`config.mk`:
```
export PLATFORM = sky130hd
export DESIGN_NAME = uart_cmd_parser
export DESIGN_NICKNAME = d
export VERILOG_FILES = /design/src/rtl/uart_cmd_parser.sv
export SDC_FILE = /design/constraint.sdc
export NUM_CORES = 1
export LEC_CHECK = 0
export ABC_AREA = 1
export ABC_CLOCK_PERIOD_IN_PS = 2000
export CORE_MARGIN = 5
export CORE_UTILIZATION = 50
export DETAILED_ROUTE_END_ITERATION = 7
export DONT_BUFFER_PORTS = 1
export PLACE_DENSITY_LB_ADDON = 0.2
export SYNTH_ARGS = -nofsm -noshare
export SYNTH_HDL_FRONTEND = slang
export SYNTH_SLANG_ARGS = --single-unit
```
`constraint.sdc`:
```
create_clock -name clk -period 2 [get_ports clk]
set_clock_uncertainty 0.2 [all_clocks]
set_input_delay 0.1 -clock clk [delete_from_list [all_inputs] [get_ports clk]]
set_output_delay 0.1 -clock clk [all_outputs]
set_load 0.02 [all_outputs]
```
`src/rtl/uart_cmd_parser.sv`:
```
// Byte-stream command frame parser: HEADER, OPCODE, LEN, payload, CSUM.
// Decoded commands are held on a valid/ready output; framing errors raise a one-cycle strobe.
module uart_cmd_parser #(
    parameter logic [7:0] HEADER      = 8'hA5,
    parameter int         MAX_LEN     = 16,
    parameter int         TIMEOUT_CYC = 50000
) (
    input  logic                   clk,
    input  logic                   rst_n,
    input  logic [7:0]             rx_data,
    input  logic                   rx_data_valid,
    output logic                   rx_data_ready,
    output logic                   cmd_valid,
    input  logic                   cmd_ready,
    output logic [7:0]             cmd_opcode,
    output logic [4:0]             cmd_len,
    output logic [8*MAX_LEN-1:0]   cmd_payload,
    output logic                   err_pulse,
    output logic [1:0]             err_code
);

    localparam logic [2:0] S_IDLE = 3'd0;
    localparam logic [2:0] S_OPC  = 3'd1;
    localparam logic [2:0] S_LEN  = 3'd2;
    localparam logic [2:0] S_PAY  = 3'd3;
    localparam logic [2:0] S_CSUM = 3'd4;
    localparam logic [2:0] S_OUT  = 3'd5;

    localparam logic [7:0]  MAX_LEN_B = 8'(MAX_LEN);
    localparam logic [31:0] TO_LAST   = 32'(TIMEOUT_CYC - 1);

    logic [2:0]  state;
    logic [7:0]  acc;
    logic [4:0]  idx;
    logic [31:0] cnt;
    logic        accept;
    logic        in_frame;
    logic        timeout;

    assign rx_data_ready = (state != S_OUT);
    assign cmd_valid     = (state == S_OUT);
    assign accept        = rx_data_valid && rx_data_ready;
    assign in_frame      = (state == S_OPC) || (state == S_LEN) ||
                           (state == S_PAY) || (state == S_CSUM);
    // An accepted byte in the final cycle wins over the timeout.
    assign timeout       = in_frame && (cnt == TO_LAST) && !accept;

    // Every entry into a frame state coincides with an accepted byte, so clearing
    // on accept also covers clearing on state entry.
    always_ff @(posedge clk or negedge rst_n) begin
        if (!rst_n) begin
            cnt <= '0;
        end else if (!in_frame || accept || timeout) begin
            cnt <= '0;
        end else begin
            cnt <= cnt + 32'd1;
        end
    end

    // NOTE: state registers use non-blocking assignments so every branch sees pre-edge values.
    always_ff @(posedge clk or negedge rst_n) begin
        if (!rst_n) begin
            state       <= S_IDLE;
            acc         <= '0;
            idx         <= '0;
            cmd_opcode  <= '0;
            cmd_len     <= '0;
            cmd_payload <= '0;
            err_pulse   <= 1'b0;
            err_code    <= 2'b00;
        end else begin
            err_pulse <= 1'b0;
            case (state)
                S_IDLE: begin
                    if (accept && rx_data == HEADER) begin
                        state       <= S_OPC;
                        acc         <= '0;
                        cmd_payload <= '0;
                    end
                end
                S_OPC: begin
                    if (accept) begin
                        cmd_opcode <= rx_data;
                        acc        <= acc + rx_data;
                        state      <= S_LEN;
                    end
                end
                S_LEN: begin
                    if (accept) begin
                        if (rx_data > MAX_LEN_B) begin
                            err_pulse <= 1'b1;
                            err_code  <= 2'b01;
                            state     <= S_IDLE;
                        end else begin
                            cmd_len <= rx_data[4:0];
                            acc     <= acc + rx_data;
                            idx     <= '0;
                            state   <= (rx_data == 8'd0) ? S_CSUM : S_PAY;
                        end
                    end
                end
                S_PAY: begin
                    if (accept) begin
                        for (int i = 0; i < MAX_LEN; i++) begin
                            if (idx == 5'(i)) cmd_payload[8*i +: 8] <= rx_data;
                        end
                        acc <= acc + rx_data;
                        idx <= idx + 5'd1;
                        if (idx == cmd_len - 5'd1) state <= S_CSUM;
                    end
                end
                S_CSUM: begin
                    if (accept) begin
                        if (rx_data == acc) begin
                            state <= S_OUT;
                        end else begin
                            err_pulse <= 1'b1;
                            err_code  <= 2'b10;
                            state     <= S_IDLE;
                        end
                    end
                end
                S_OUT: begin
                    if (cmd_ready) state <= S_IDLE;
                end
                default: state <= S_IDLE;
            endcase

            if (timeout) begin
                err_pulse <= 1'b1;
                err_code  <= 2'b11;
                state     <= S_IDLE;
            end
        end
    end

endmodule

```
==> results.txt <==
The number of nets with antenna violations after routing is 0. The number of non-filler instances in the completed layout is 1351. The number of clock sinks is 192. In the synthesized netlist the dominant register cell turns out to be sky130_fd_sc_hd__dfrtp_1.

The largest net degree at the start of global routing is 193. The data arrival time of the critical path is 2.09 ns. The number of global-route vias before repair was 6746.

The placed wire-length estimate after detailed placement is 15900 µm. The count of filler cells inserted in the layout is 1576. The commonest cells after synthesis are sky130_fd_sc_hd__nand2_1 (284), sky130_fd_sc_hd__dfrtp_1 (192), sky130_fd_sc_hd__o21ai_0 (144), sky130_fd_sc_hd__nor2_1 (95), sky130_fd_sc_hd__inv_1 (86).

Measured along the y axis, the die boundary spans 144 µm. The number of distinct library cell variants in the gate-level netlist after synthesis is 43. The worst-skew pair later-pin latency came out at 0.43 ns. The cell area after synthesis is 9040 µm². The final setup violation count is 0. The utilization after layout is 60.7%.

After layout, the worst path uses 98.8% of the clock period. The category of the worst setup path capture point is a flip-flop. The fraction of final layout cells with drive strength greater than 1 is 16.9%. For this run, the slowest stage of the critical path takes 0.45 ns. Relative to the synthesized area, the layout overhead comes to 20.2%. The top cell type by area accounts for 53.2% of the synthesized area.

The sequential-to-total area share from yosys stat is 53.2%. The count of pins over their slew limit came to 0. The signal on the critical path passes through nor2_4 -> inv_2 -> nor2_4 -> buf_12 -> inv_2 -> nor2_2 -> nor2_4 -> o21a_1. The DRC violation count after routing came out at 0. The initial antenna violation count came out at 1. The cell sitting at the root of the clock tree is a sky130_fd_sc_hd__clkbuf_16.

The die is 144 µm wide. The wire length of the first global-routing pass came out at 36000 µm. The tightest slew margin relative to the limit came out at 68.3%. The standard-cell row count is 49. The wire length per cell came out at 18.0 µm. After floorplanning, the core was sized to cover 17900 µm².

The run finished, with violations left. Counting every instance in the synthesized netlist gives 1038. The critical path is of the flip-flop to flip-flop type.

The number of buffers inserted during clock tree synthesis is 17. TritonCTS built the clock tree. The detailed-route wire length came out at 24300 µm.

In this run the static leakage power is 5.02 nW. 158 I/O pins were placed. The cell occurring most often along the worst timing path is sky130_fd_sc_hd__nor2_4. The smallest clock period supported by the final layout is computed as 1.98 ns.

Max-cap violations in this run came to 0. The number of nets in the synthesized netlist is 1065. Yosys instantiated no cell more often than sky130_fd_sc_hd__nand2_1. The number of vias per cell after detailed routing came out at 5.32. The number of hold-slack violations in the final timing report was 192. The cell area power density is 1650 nW/µm². The starting density of the core came out at 50.5%. Yosys attributes the largest share of cell area to sky130_fd_sc_hd__dfrtp_1 (53%), sky130_fd_sc_hd__nand2_1 (12%), sky130_fd_sc_hd__o21ai_0 (8.0%). The kind of cell with the highest combined delay along the critical path is simple AND/OR/NAND/NOR gates.

The peak supply drop is 875 µV. For the worst setup path, the data required time is 2.12 ns. The slack of the critical path came out at 0.0242 ns. The global routing usage summed across all routing layers came out at 22.1%. The synthesized design contains 0 enable-type register cells.

The number of port buffers is 0. The count of warnings emitted by yosys came out at 0. The cell count after placement is 1286. The buffers plus inverters on the worst setup path came out at 3. The DRC marker count from the first detailed-route iteration came out at 439.

STA classifies the critical path startpoint as a flip-flop. Counting along the longest clock path gives a buffer depth of 2. The first detailed-routing pass took 5 iterations.

The routed via count is 7194. The slowest stage of the critical path is the sky130_fd_sc_hd__dfrtp_2 cell. The mean instance size in the synthesized netlist came out at 8.71 µm². In the synthesized netlist the async set-or-reset flop fraction comes to 100%. The measured slew at the worst slew-check pin came out at 0.473 ns. The count of nets after finishing is 1135. OpenSTA, run right after detailed placement, puts the worst setup slack at -0.151 ns. The clock slew at the register clock pins of the worst setup and hold paths is 0.08 ns. The maximum clock frequency is 506 MHz.

The congestion estimate from routability-driven global placement came to 0.931. Summed over all layers, the global routing overflow is 0. The highest net fanout along the worst path is 19.

The H-tree level count came out at 4. In this run the worst hold path is classified as input pin to async pin. Of all cell types, the one taking the most synthesized area is sky130_fd_sc_hd__dfrtp_1. The area of the die came out at 20900 µm².

The synthesis-stage register bit count is 192. The final reports fail on negative hold slack. The final-layout setup total negative slack came out at 0 ns. The post-route worst hold slack is -0.841 ns. Setup repair after global routing could not meet its margin everywhere.

The hold-fix buffer count after cts came out at 11.
logic make-up after synthesis:
family / share of synthesized area (%)
adders and majority gates: 2.16
and+or+nand+nor: 24.1
xor gates and xnor gates: 2.52
DFF: 53.2
AOI/OAI and AO/OA: 11.3
buffers and inverters: 6.76
report_power, final:
| group | internal [mW] | switching (mW) |
|---|---|---|
| Combinational | 2.76 | 4.03 |
| Sequential | 5.13 | 2.45 |
| Clock | 1.91 | 1.64 |
area by class of cell:
| class | count | area, µm² | area share, % |
|---|---|---|---|
| Sequential cell | 192 | 4810 | 44.2 |
| Clock inverter | 15 | 195 | 1.80 |
| Inverter | 91 | 345 | 3.18 |
| Multi-Input combinational cell | 726 | 3880 | 35.7 |
| Tap cell | 229 | 287 | 2.64 |
| Clock buffer | 17 | 425 | 3.92 |
| Antenna cell | 1 | 2.50 | 0.0230 |
| Timing Repair Buffer | 80 | 923 | 8.50 |
what timing repair did:
item | CTS | global route
pin swaps | 1 | 11
resized for setup | 4 | 80
setup endpoints to repair | 76 | 168
endpoints found under the hold margin | 262 | 192
buffers inserted | 1 | 8
cloned | 0 | 12
through the flow:
step / total power [mW] / hold slack (ns) / area (µm²)
after global routing: 19.1 / -0.867 / 10900
after global placement: 13.0 / -0.389 / 9650
final: 17.9 / -0.841 / 10900
after detailed placement: 13.1 / -0.386 / 9650
after floorplan: 11.5 / -0.396 / 9040
after CTS: 16.8 / -0.857 / 10400
routing by layer:
metal	vias to the layer above	part of all wire, %	track usage, %
met4	0	1.6	6.53
met5	-	0	0
met3	20	9.3	7.64
li1	3515	-	-
met2	211	47	34.2
met1	3448	42	29.5
path summary, 6_finish.rpt:
check	from	endpoint	slack (ns)	cells after the start
max	state[2]$_DFFE_PN0P_	cmd_payload[126]$_DFFE_PN0P_	0.02	8
min	rst_n	cmd_payload[64]$_DFFE_PN0P_	-0.84	0
min in group clk	rx_data[1]	acc[3]$_DFFE_PN0P_	0.03	5
min reg2reg	cnt[0]$_DFF_PN0_	cnt[0]$_DFF_PN0_	0.26	1
max in group asynchronous	rst_n	idx[4]$_DFFE_PN0P_	2.28	0
max reg2reg	state[2]$_DFFE_PN0P_	cmd_payload[126]$_DFFE_PN0P_	0.02	8
worst register-to-register path: stages (launching register included):
cell	delay, ns
sky130_fd_sc_hd__dfrtp_2	0.45
sky130_fd_sc_hd__nor2_4	0.13
sky130_fd_sc_hd__inv_2	0.06
sky130_fd_sc_hd__nor2_4	0.13
sky130_fd_sc_hd__buf_12	0.17
sky130_fd_sc_hd__inv_2	0.11
sky130_fd_sc_hd__nor2_2	0.31
sky130_fd_sc_hd__nor2_4	0.11
sky130_fd_sc_hd__o21a_1	0.18
state kept, by name (all words and copies together) (netlist names):
register	cells
err_code	2
state	3
cmd_payload	128
cmd_opcode	8
acc	8
err_pulse	1
cmd_len	5
idx	5
cnt	32
placed cells by master (no fill, tap or decap), drive strengths merged, types with 2 or more instances in the layout:
master       synthesis  layout
nor2                99     100
o21ai              162     162
inv                 90      97
dlygate4sd3          0      11
dfrtp              192     192
buf                 25      64
xnor2                4       4
a31oi                2       2
clkinv               1       5
o21bai               2       2
nand3               58      64
a21oi                7       7
xor2                22      22
bufinv               0       2
nand2              288     288
nand3b               2       2
a21o                 2       2
nand4               11      11
clkinvlp             0       2
ha                  14      14
nor4                 2       2
nor3                30      30
o21a                 8       8
clkbuf              11      22
(Power assumes the default switching activity.)
